### config.mk
export PLATFORM = sky130hd
export DESIGN_NAME = cdb_arbiter
export DESIGN_NICKNAME = d
export VERILOG_FILES = /design/src/rtl/cdb_arbiter.sv
export SDC_FILE = /design/constraint.sdc
export NUM_CORES = 1
export LEC_CHECK = 0
export ABC_CLOCK_PERIOD_IN_PS = 2850
export BUFFER_PORTS_ARGS = -buffer_cell sky130_fd_sc_hd__buf_2
export CAP_MARGIN = 20
export CORE_ASPECT_RATIO = 1.4
export CORE_MARGIN = 1.5
export CORE_UTILIZATION = 46
export CTS_BUF_LIST = sky130_fd_sc_hd__clkbuf_4
export DETAILED_ROUTE_END_ITERATION = 12
export PLACE_DENSITY = 0.73
export SLEW_MARGIN = 30
export SYNTH_ARGS = -nofsm -noshare
export SYNTH_HDL_FRONTEND = slang
export SYNTH_SLANG_ARGS = --single-unit
### constraint.sdc
create_clock -name clk -period 2.85 [get_ports clk]
set_input_delay 0.57 -clock clk [delete_from_list [all_inputs] [get_ports clk]]
set_output_delay 0.57 -clock clk [all_outputs]
set_load 0.01 [all_outputs]
### src/rtl/cdb_arbiter.sv
// Common Data Bus arbiter: rotating round-robin selection among the
// functional-unit result requests, a one-cycle registered broadcast of the
// winner, and a saturating count of cycles that saw contention.

package cdb_pkg;
    typedef struct packed {
        logic        valid;
        logic [31:0] data;
        logic [5:0]  preg;
        logic [4:0]  rob_id;
    } cdb_t;
endpackage

module cdb_arbiter
    import cdb_pkg::*;
#(
    parameter int NUM_REQ = 4,
    parameter int CNT_W   = 16
) (
    input  logic               clk,
    input  logic               rst,
    input  logic               flush,
    input  cdb_t               fu_cdb [NUM_REQ],
    output logic [NUM_REQ-1:0] cdb_grant,
    output cdb_t               cdb_out,
    output logic [CNT_W-1:0]   contention_cnt
);

    localparam int PTR_W = (NUM_REQ > 1) ? $clog2(NUM_REQ) : 1;

    logic [PTR_W-1:0] ptr;
    logic [PTR_W-1:0] win;
    logic             found;
    logic             grant_any;
    cdb_t             win_cdb;
    logic             any_valid;
    logic             multi_req;
    logic             contend;
    int               req_count;

    // Search from ptr upward with explicit wrap so non-power-of-two sizes never index past NUM_REQ
    always_comb begin
        found   = 1'b0;
        win     = '0;
        win_cdb = '0;
        for (int k = 0; k < NUM_REQ; k++) begin
            int idx;
            idx = int'(ptr) + k;
            if (idx >= NUM_REQ) begin
                idx = idx - NUM_REQ;
            end
            if (!found && fu_cdb[idx].valid) begin
                found   = 1'b1;
                win     = PTR_W'(idx);
                win_cdb = fu_cdb[idx];
            end
        end
    end

    // Count valid requests to detect more than one competing for the bus
    always_comb begin
        req_count = 0;
        for (int i = 0; i < NUM_REQ; i++) begin
            if (fu_cdb[i].valid) begin
                req_count = req_count + 1;
            end
        end
    end

    assign any_valid = (req_count > 0);
    assign multi_req = (req_count > 1);
    assign grant_any = found && !flush;
    assign contend   = multi_req || (flush && any_valid);

    // One-hot grant to the winner; flush suppresses every grant
    always_comb begin
        cdb_grant = '0;
        if (grant_any) begin
            cdb_grant[win] = 1'b1;
        end
    end

    // Advance the priority pointer past the winner only when a grant really issued
    always_ff @(posedge clk or posedge rst) begin
        if (rst) begin
            ptr <= '0;
        end else if (grant_any) begin
            ptr <= (win == PTR_W'(NUM_REQ - 1)) ? '0 : win + PTR_W'(1);
        end
    end

    // Broadcast register: payload holds when idle so only valid toggles
    always_ff @(posedge clk or posedge rst) begin
        if (rst) begin
            cdb_out <= '0;
        end else if (grant_any) begin
            cdb_out       <= win_cdb;
            cdb_out.valid <= 1'b1;
        end else begin
            cdb_out.valid <= 1'b0;
        end
    end

    // Saturating contention counter, never wraps back to zero
    always_ff @(posedge clk or posedge rst) begin
        if (rst) begin
            contention_cnt <= '0;
        end else if (contend && (contention_cnt != {CNT_W{1'b1}})) begin
            contention_cnt <= contention_cnt + CNT_W'(1);
        end
    end

endmodule
==> run summary, run 1 <==
RSZ-0062 raised after global routing = true
First DRT Iteration DRCs = 443
CTS sink cnt = 62
Util after Layout = 0.588
Largest net degree at the start of global routing = 68
CTS tree = yes
Die area = 0.0156 mm²
Area leader, netlist = mux2_2
Buffer type at the clock tree root = clkbuf_4
Combinational family with the most area after synthesis = compound AO/OA/AOI/OAI gates
CTS H-tree depth = 3
Synth area leaders = mux2_2, dfrtp_1, nand2_1, o221ai_1, a221o_1
Synth Area in Compound Gates = 0.269
Worst Path Class, Setup = reg -> out
MaxCap Viol Count = 0
Ports = 243
Gpl congestion = 0.918
Synth async-reset ratio = 1.00
Vias = 7541
P&R area growth vs syn = 25.0%
Syn avg cell area = 8.53 µm²
Post-synthesis register bit count = 62
Netlist cell types = 55
WL final = 22.5 mm
EDFF count, synth = 0
Clock slew at reported path FFs = 0.13 ns
Top_reg_cell synth = dfrtp_1
Multi-input gate area = 0.00492 mm²
Core Region = 0.0145 mm²
Proportion of synthesized area in mux cells = 0.256
Critical path endpoint category = output pin
Die Ht = 147 µm
Cell Area, Synth = 0.00683 mm²
Skew-Pair Late Insertion Delay = 0.43 ns
CP Max Fanout = 5
Clock Skew = 0.00885 ns
Post-route DRC = 0
Initial antenna violation count = 2
Congestion Overflow GR = 0
Critical Path RT = 2.28 ns
Cts hold-fix bufs = 0
ANT nets after route = 0
Fmax = 363 MHz
Final Hold Slack = 0.208 ns
Critical Path Source Type = flip-flop
# placed instances = 1186
Final Hold Fails = 0
Max VDD drop = 0.291 mV
Port Buffers = 242
Global-route wire length before repair = 35.3 mm
Die Width = 106 µm
Hold WC Path Type = in -> async
Clock Tree Buf Depth = 2
Leak pwr = 0.00386 µW
Initial DRT Pass Iterations = 5
Layout net count = 1208
GR Util All Layers = 0.281
Post-synth top area share = 0.231
Vias in the first global route = 7464
Slew headroom = 0.381
Critical Path AT = 2.18 ns
Vias per cell = 6.20
Initial Util = 0.471
Row Count = 52
Status = complete, no violations
Post-route minimum period = 2.75 ns
Count of final setup violators = 0
Worst slew pin tran = 0.928 ns
Synth Area in Simple Gates = 0.156
Share of layout cells above drive strength 1 = 0.449
Final worst slack = 0.0986 ns
Final Power = 6380 µW
PwrDens = 748 mW/mm²
Fin. max-slew vios = 0
Avg WL per Cell = 18.5 µm
# fillers = 1348
Mapped Nets = 989
Synth Area in Adders = 0.0165
R2R Setup Slk = 0.13 ns
Dpl hpwl = 15.8 mm
Finished Layout Cells = 1216
Register Area = 0.00156 mm²
Num CTS Buffers = 9
Sequential cell area fraction in the yosys report = 0.227
Post-Synth XOR/XNOR Area = 0.0154
Synthesis Warnings = 0
Tcrit/Tclk final = 0.965
Pre-CTS setup slack = 0.194 ns
Synth Instances = 801
[final timing paths]
path | end | from | depth (start not counted)
max reg2reg | cdb_out[39] | ptr[1] | 7
min reg2reg | contention_cnt[13] | contention_cnt[13] | 1
max in group asynchronous | ptr[0] | rst | 3
max | cdb_grant[2] | ptr[1] | 6
min in group clk | cdb_out[17] | fu_cdb[17] | 4
min | cdb_out[1] | rst | 2
[cells in the mapped netlist, types with 15 or more instances]
cell      instances
mux2_2          140
a22oi_1          35
buf_2            30
a21oi_1          19
dfrtp_1          62
nand2_1         165
a221oi_1         21
a221o_1          34
o221ai_1         42
nor2_1           23
a31oi_1          43
mux2i_1          15
clkbuf_1         33
[critical path, cell delays in order, from the launching register on]
cell,delay (ns)
dfrtp_4,0.56
buf_6,0.14
and3b_1,0.17
or3_4,0.42
ha_1,0.20
and2_1,0.12
buf_2,0.13
[cell type report]
cell class              instances  share of cell area
inverters                       9             0.00396
diodes                          2            0.000587
clock buffers                   9             0.00792
repair buffers                287               0.189
flip-flops and latches         62               0.182
clock inverters                 7              0.0120
multi-input cells             651               0.577
well taps                     189              0.0277
[layer usage]
metal | vias up | global-route usage | routed length (µm) | share of wire
li1 | 3548 | - | - | -
met1 | 3606 | 0.313 | 8600 | 0.38
met2 | 311 | 0.502 | 11600 | 0.52
met3 | 76 | 0.0444 | 1350 | 0.060
met4 | 0 | 0.159 | 916 | 0.041
met5 | - | 0 | 0 | 0
[report_power, final]
group	switching, µW	internal [µW]	leakage [µW]
registers	244	1220	0.000747
logic	2180	1970	0.00303
clock network	394	367	0.0000880
[logic make-up (layout without fill, tap and decap cells)]
family                   count (synthesis)  after routing
buffers and inverters                   88            312
AO/OA/AOI/OAI                          234            234
adder cells (fa/ha/maj)                  9              9
XOR/XNOR                                12             12
multiplexers                           156            156
AND/OR/NAND/NOR                        240            240
flip-flops                              62             62
other                                    0              2
[sequential cells by signal, summed over array words and instances (netlist names)]
signal and cells:
contention_cnt 16, ptr 2, cdb_out 44
[timing repair]
item,CTS,global route
setup buffers,4,8
cloned,0,0
setup endpoints to repair,4,4
pin swaps,0,3
resized for setup,1,6
[placed cells by master (no fill, tap or decap), drive strengths merged, types with 2 or more instances in the layout]
cell,netlist,final
xor2,2,2
o31ai,2,2
nand2b,4,4
o22a,4,4
a221o,34,34
and4,2,2
dfrtp,62,62
nor3,2,2
nand2,165,165
nor2b,3,3
nor4b,2,2
buf,46,287
ha,9,9
a32o,5,5
inv,9,13
a221oi,21,21
xnor2,10,10
bufinv,0,2
nor3b,2,2
nor2,24,24
and3b,3,3
diode,0,2
a22oi,35,35
clkbuf,33,9
o21a,3,3
o21ai,7,7
a21oi,19,19
nand3,5,5
a31oi,43,43
o41ai,2,2
mux2,140,140
nand4,10,10
and2,8,8
and3,6,6
mux2i,15,15
a32oi,4,4
a21o,7,7
o221ai,42,42
[metrics by stage]
step                TNS (ns)  instance area, µm²
global placement           0                8230
global route        -0.00359                8530
CTS                        0                8430
finish                     0                8530
floorplan                  0                6830
detailed placement         0                8230
Note: power is estimated with default switching activity, not from simulation.
==> inputs of run 2 (changes only) <==
--- a/config.mk
+++ b/config.mk
@@ -6,7 +6,7 @@
 export NUM_CORES = 1
 export LEC_CHECK = 0
 export ABC_CLOCK_PERIOD_IN_PS = 2850
-export BUFFER_PORTS_ARGS = -buffer_cell sky130_fd_sc_hd__buf_2
+export BUFFER_PORTS_ARGS = -buffer_cell sky130_fd_sc_hd__clkbuf_2
 export CAP_MARGIN = 20
 export CORE_ASPECT_RATIO = 1.4
 export CORE_MARGIN = 1.5
==> run summary, run 2 (same netlist as run 1, synthesis figures left out) <==
First DRT Iteration DRCs = 465 (was 443)
Row Count = 52 (unchanged)
Vias in the first global route = 7559 (was 7464)
Num CTS Buffers = 9 (unchanged)
Vias = 7636 (was 7541)
Fin. max-slew vios = 0 (unchanged)
CTS tree = yes (unchanged)
Max reg flops = 44 (unchanged)
Clock Tree Buf Depth = 2 (unchanged)
Post-route cell area = 0.00853 mm² (about the same)
Status = complete, no violations (unchanged)
Count of final setup violators = 0 (unchanged)
P&R area growth vs syn = 24.9% (was 25.0%)
Die area = 0.0156 mm² (unchanged)
RSZ-0062 raised after global routing = true (unchanged)
Dpl hpwl = 15.9 mm (was 15.8 mm)
WL final = 22.5 mm (about the same)
Final Hold Slack = 0.190 ns (was 0.208 ns)
Internal power = 3540 µW (was 3560 µW)
Worst slew pin tran = 0.884 ns (was 0.928 ns)
Critical Path RT = 2.28 ns (about the same)
MaxCap Viol Count = 0 (unchanged)
Pre-CTS setup slack = 0.0946 ns (was 0.194 ns)
Initial DRT Pass Iterations = 5 (unchanged)
Final worst slack = 0.0667 ns (was 0.0986 ns)
Largest net degree at the start of global routing = 89 (was 68)
Clock network power share = 0.121 (was 0.119)
ANT nets after route = 0 (unchanged)
Post-route minimum period = 2.78 ns (was 2.75 ns)
Post-route DRC = 0 (unchanged)
Critical Path AT = 2.21 ns (was 2.18 ns)
Core Region = 0.0145 mm² (unchanged)
FF-to-FF path depth = 6 (was 7)
Skew-Pair Late Insertion Delay = 0.44 ns (was 0.43 ns)
Flop pwr share = 0.232 (was 0.229)
Die Ht = 147 µm (unchanged)
Fmax = 359 MHz (was 363 MHz)
Largest regs = cdb_out x44, contention_cnt x16, ptr x2 (unchanged)
P_sw = 2850 µW (was 2820 µW)
Clock slew at reported path FFs = 0.13 ns (about the same)
Critical Path Source Type = flip-flop (unchanged)
Placed inst area = 0.00825 mm² (was 0.00823 mm²)
Die Width = 106 µm (unchanged)
R2R Setup Slk = 0.32 ns (was 0.13 ns)
PwrDens = 749 mW/mm² (was 748 mW/mm²)
Hold WC Path Type = in -> async (unchanged)
Slew headroom = 0.410 (was 0.381)
RR Endpoint = cdb_out[28] (was cdb_out[39])
Top reg by flops = cdb_out (unchanged)
Worst reg2reg startpoint = ptr[1] (unchanged)
Logic pwr share = 0.647 (was 0.652)
GR Util All Layers = 0.284 (was 0.281)
Port Buffers = 242 (unchanged)
CTS H-tree depth = 3 (unchanged)
Initial Util = 0.471 (unchanged)
Clock Skew = 0.0187 ns (was 0.00885 ns)
Tcrit/Tclk final = 0.977 (was 0.965)
Critical path endpoint category = output pin (unchanged)
Global-route wire length before repair = 36.1 mm (was 35.3 mm)
Layout net count = 1205 (was 1208)
Initial antenna violation count = 1 (was 2)
Buffer type at the clock tree root = clkbuf_4 (unchanged)
Commonest cells after routing, fill and taps aside = clkbuf_2, nand2_1, mux2_2 (was buf_2, nand2_1, mux2_2)
Gpl congestion = 0.904 (was 0.918)
Congestion Overflow GR = 0 (unchanged)
Sw Ratio = 0.446 (was 0.442)
CP Max Fanout = 7 (was 5)
Commonest non-fill, non-tap cell in the layout = clkbuf_2 (was buf_2)
Final Hold Fails = 0 (unchanged)
Avg WL per Cell = 18.6 µm (was 18.5 µm)
CTS sink cnt = 62 (unchanged)
Max VDD drop = 0.342 mV (was 0.291 mV)
Ports = 243 (unchanged)
Vias per cell = 6.30 (was 6.20)
Worst Path Class, Setup = reg -> out (unchanged)
Leak pwr = 0.00389 µW (was 0.00386 µW)
Share of layout cells above drive strength 1 = 0.448 (was 0.449)
Final Power = 6390 µW (was 6380 µW)
-- run 2: through the flow --
step,TNS (ns),std cells,utilization
after floorplan,0,801,-
after global placement,0,1189,0.569
after detailed placement,0,1189,0.569
after CTS,0,1205,0.581
after global routing,-0.0238,1212,0.588
final,0,1212,0.588
-- run 2: worst max path at each step --
stage	from	endpoint	slack [ns]	depth (start not counted)
after floorplan	ptr[1]	cdb_grant[0]	0.30	11
after global placement	fu_cdb[87]	cdb_out[34]	0.13	8
after detailed placement	fu_cdb[87]	cdb_out[28]	0.09	8
after CTS	ptr[1]	cdb_grant[3]	0.008	7
after global routing	ptr[1]	cdb_grant[2]	-0.01	6
final	ptr[1]	cdb_grant[2]	0.07	6
-- run 2: power groups by stage --
stage	Combinational, µW	Sequential (µW)	Clock, µW
finish	4130	1480	772
global route	4480	1530	825
CTS	4010	1480	782
detailed placement	3990	1480	0
global placement	3930	1490	0
floorplan	2740	1580	0
-- run 2: layout make-up --
cell class                 instances  area [µm²]
antenna                            1        2.50
clock buffer                       9        67.6
clock inverter                     7         103
fill                            1355        5980
inverter                           9        33.8
multi-input combinational        651        4920
sequential                        62        1560
tap                              189         236
timing repair buffer             284        1610
-- run 2: worst max-delay path: stages (launching register included) --
cell	delay (ns)
dfrtp_4	0.54
mux2i_4	0.27
nor2_4	0.07
or3_4	0.43
ha_1	0.21
and2_1	0.14
clkbuf_2	0.12
-- run 2: routing by layer --
layer	global-route usage	vias to the layer above	routed length (µm)
met5	0	-	0
met4	0.149	0	885
met3	0.0488	64	1490
met2	0.504	363	11500
met1	0.323	3665	8650
li1	-	3544	-
-- run 2: timing repair --
| action | 4_1_cts | 5_1_grt |
|---|---|---|
| cloned | 0 | 1 |
| pin swaps | 0 | 1 |
| gates resized for setup | 2 | 8 |
| hold buffers | 0 | 0 |
| setup endpoints to repair | 4 | 4 |
| buffers inserted | 0 | 4 |
==> inputs of run 3 (changes only) <==
--- a/config.mk
+++ b/config.mk
@@ -10,10 +10,10 @@
 export CAP_MARGIN = 20
 export CORE_ASPECT_RATIO = 1.4
 export CORE_MARGIN = 1.5
-export CORE_UTILIZATION = 46
+export CORE_UTILIZATION = 43
 export CTS_BUF_LIST = sky130_fd_sc_hd__clkbuf_4
 export DETAILED_ROUTE_END_ITERATION = 12
-export PLACE_DENSITY = 0.73
+export PLACE_DENSITY = 0.69
 export SLEW_MARGIN = 30
 export SYNTH_ARGS = -nofsm -noshare
 export SYNTH_HDL_FRONTEND = slang
==> run summary, run 3 (same netlist as run 1, synthesis figures left out) <==
Status = complete, no violations (unchanged)
Worst slew pin tran = 0.863 ns (was 0.884 ns)
PwrDens = 744 mW/mm² (was 749 mW/mm²)
Post-route minimum period = 2.74 ns (was 2.78 ns)
Largest regs = cdb_out x44, contention_cnt x16, ptr x2 (unchanged)
Clock Skew = 0.0165 ns (was 0.0187 ns)
RSZ-0062 raised after global routing = false (was true)
Initial Util = 0.439 (was 0.471)
Skew-Pair Late Insertion Delay = 0.43 ns (was 0.44 ns)
Final Hold Fails = 0 (unchanged)
Logic pwr share = 0.647 (about the same)
Count of final setup violators = 0 (unchanged)
Top reg by flops = cdb_out (unchanged)
Max reg flops = 44 (unchanged)
Row Count = 54 (was 52)
Critical Path Source Type = flip-flop (unchanged)
CTS H-tree depth = 3 (unchanged)
GR Util All Layers = 0.264 (was 0.284)
CTS sink cnt = 62 (unchanged)
ANT nets after route = 0 (unchanged)
Die Ht = 152 µm (was 147 µm)
P&R area growth vs syn = 24.1% (was 24.9%)
Fmax = 366 MHz (was 359 MHz)
First DRT Iteration DRCs = 400 (was 465)
Vias per cell = 6.14 (was 6.30)
Flop pwr share = 0.232 (about the same)
Clock network power share = 0.121 (about the same)
Core Region = 0.0155 mm² (was 0.0145 mm²)
Largest net degree at the start of global routing = 107 (was 89)
Avg WL per Cell = 18.5 µm (was 18.6 µm)
Congestion Overflow GR = 0 (unchanged)
Num CTS Buffers = 9 (unchanged)
Worst Path Class, Setup = reg -> out (unchanged)
Gpl congestion = 0.870 (was 0.904)
Layout net count = 1202 (was 1205)
WL final = 22.4 mm (was 22.5 mm)
Commonest cells after routing, fill and taps aside = clkbuf_2, nand2_1, mux2_2 (unchanged)
Fin. max-slew vios = 0 (unchanged)
CP Max Fanout = 6 (was 7)
Vias = 7464 (was 7636)
P_sw = 2820 µW (was 2850 µW)
Die Width = 110 µm (was 106 µm)
Vias in the first global route = 7151 (was 7559)
Max VDD drop = 1.07 mV (was 0.342 mV)
Final setup TNS = 0 ns (unchanged)
Hold WC Path Type = in -> async (unchanged)
Initial antenna violation count = 2 (was 1)
Critical path endpoint category = output pin (unchanged)
Internal power = 3490 µW (was 3540 µW)
Slew headroom = 0.425 (was 0.410)
Commonest non-fill, non-tap cell in the layout = clkbuf_2 (unchanged)
Cts hold-fix bufs = 0 (unchanged)
Tcrit/Tclk final = 0.960 (was 0.977)
MaxCap Viol Count = 0 (unchanged)
Post-route DRC = 0 (unchanged)
Ports = 243 (unchanged)
Port Buffers = 242 (unchanged)
CTS tree = yes (unchanged)
Sw Ratio = 0.447 (was 0.446)
Clock Tree Buf Depth = 2 (unchanged)
Critical Path AT = 2.17 ns (was 2.21 ns)
Die area = 0.0167 mm² (was 0.0156 mm²)
Leak pwr = 0.00386 µW (was 0.00389 µW)
Share of layout cells above drive strength 1 = 0.445 (was 0.448)
Initial DRT Pass Iterations = 6 (was 5)
Final Hold Slack = 0.199 ns (was 0.190 ns)
Buffer type at the clock tree root = clkbuf_4 (unchanged)
Dpl hpwl = 15.8 mm (was 15.9 mm)
Critical Path RT = 2.28 ns (about the same)
# fillers = 1498 (was 1355)
Clock slew at reported path FFs = 0.14 ns (was 0.13 ns)
Global-route wire length before repair = 35.1 mm (was 36.1 mm)
run 3: worst max-delay path, cell delays in order (launching register included):
cell and delay (ns):
dfrtp_4 0.53, buf_4 0.17, and3b_1 0.18, or3_4 0.40, ha_1 0.21, and2_1 0.13, clkbuf_2 0.12
run 3: final timing paths:
check	startpoint	endpoint	slack, ns	cells past startpoint
min	rst	cdb_out[3]	0.20	2
min in group clk	fu_cdb[42]	cdb_out[42]	0.47	4
max reg2reg	ptr[1]	cdb_out[27]	0.18	8
min reg2reg	contention_cnt[13]	contention_cnt[13]	0.50	1
max in group asynchronous	rst	ptr[0]	2.00	3
max	ptr[1]	cdb_grant[0]	0.11	6
run 3: layer usage:
metal	global-route usage	wire length, µm	vias to the layer above
met3	0.0519	1460	54
met1	0.306	8510	3577
li1	-	-	3531
met5	0	13	-
met4	0.111	635	2
met2	0.463	11800	300
run 3: cell type report:
cell class	count	area (µm²)	area share
Sequential cell	62	1560	0.184
Tap cell	196	245	0.0289
Multi-Input combinational cell	651	4910	0.579
Timing Repair Buffer	281	1560	0.184
Antenna cell	1	2.50	0.000295
Clock buffer	9	67.6	0.00797
Inverter	9	33.8	0.00398
Clock inverter	7	103	0.0121
run 3: through the flow:
step | area (µm²) | total power [µW] | setup slack (ns) | cells | utilization
floorplan | 6830 | 4310 | 0.296 | 801 | -
global placement | 8240 | 5420 | 0.143 | 1192 | 0.530
detailed placement | 8240 | 5460 | 0.122 | 1192 | 0.530
CTS | 8460 | 6310 | 0.00890 | 1215 | 0.545
global route | 8480 | 6770 | 0.0111 | 1216 | 0.546
finish | 8480 | 6310 | 0.114 | 1216 | 0.546
run 3: what timing repair did:
item,4_1_cts,5_1_grt
buffers inserted,7,0
gates resized for setup,0,4
setup endpoints to repair,4,21
run 3: power groups by stage:
stage,clock network [µW],registers (µW),logic [µW]
after floorplan,0,1580,2740
after global placement,0,1520,3900
after detailed placement,0,1500,3960
after CTS,783,1460,4060
after global routing,823,1510,4440
final,762,1460,4080
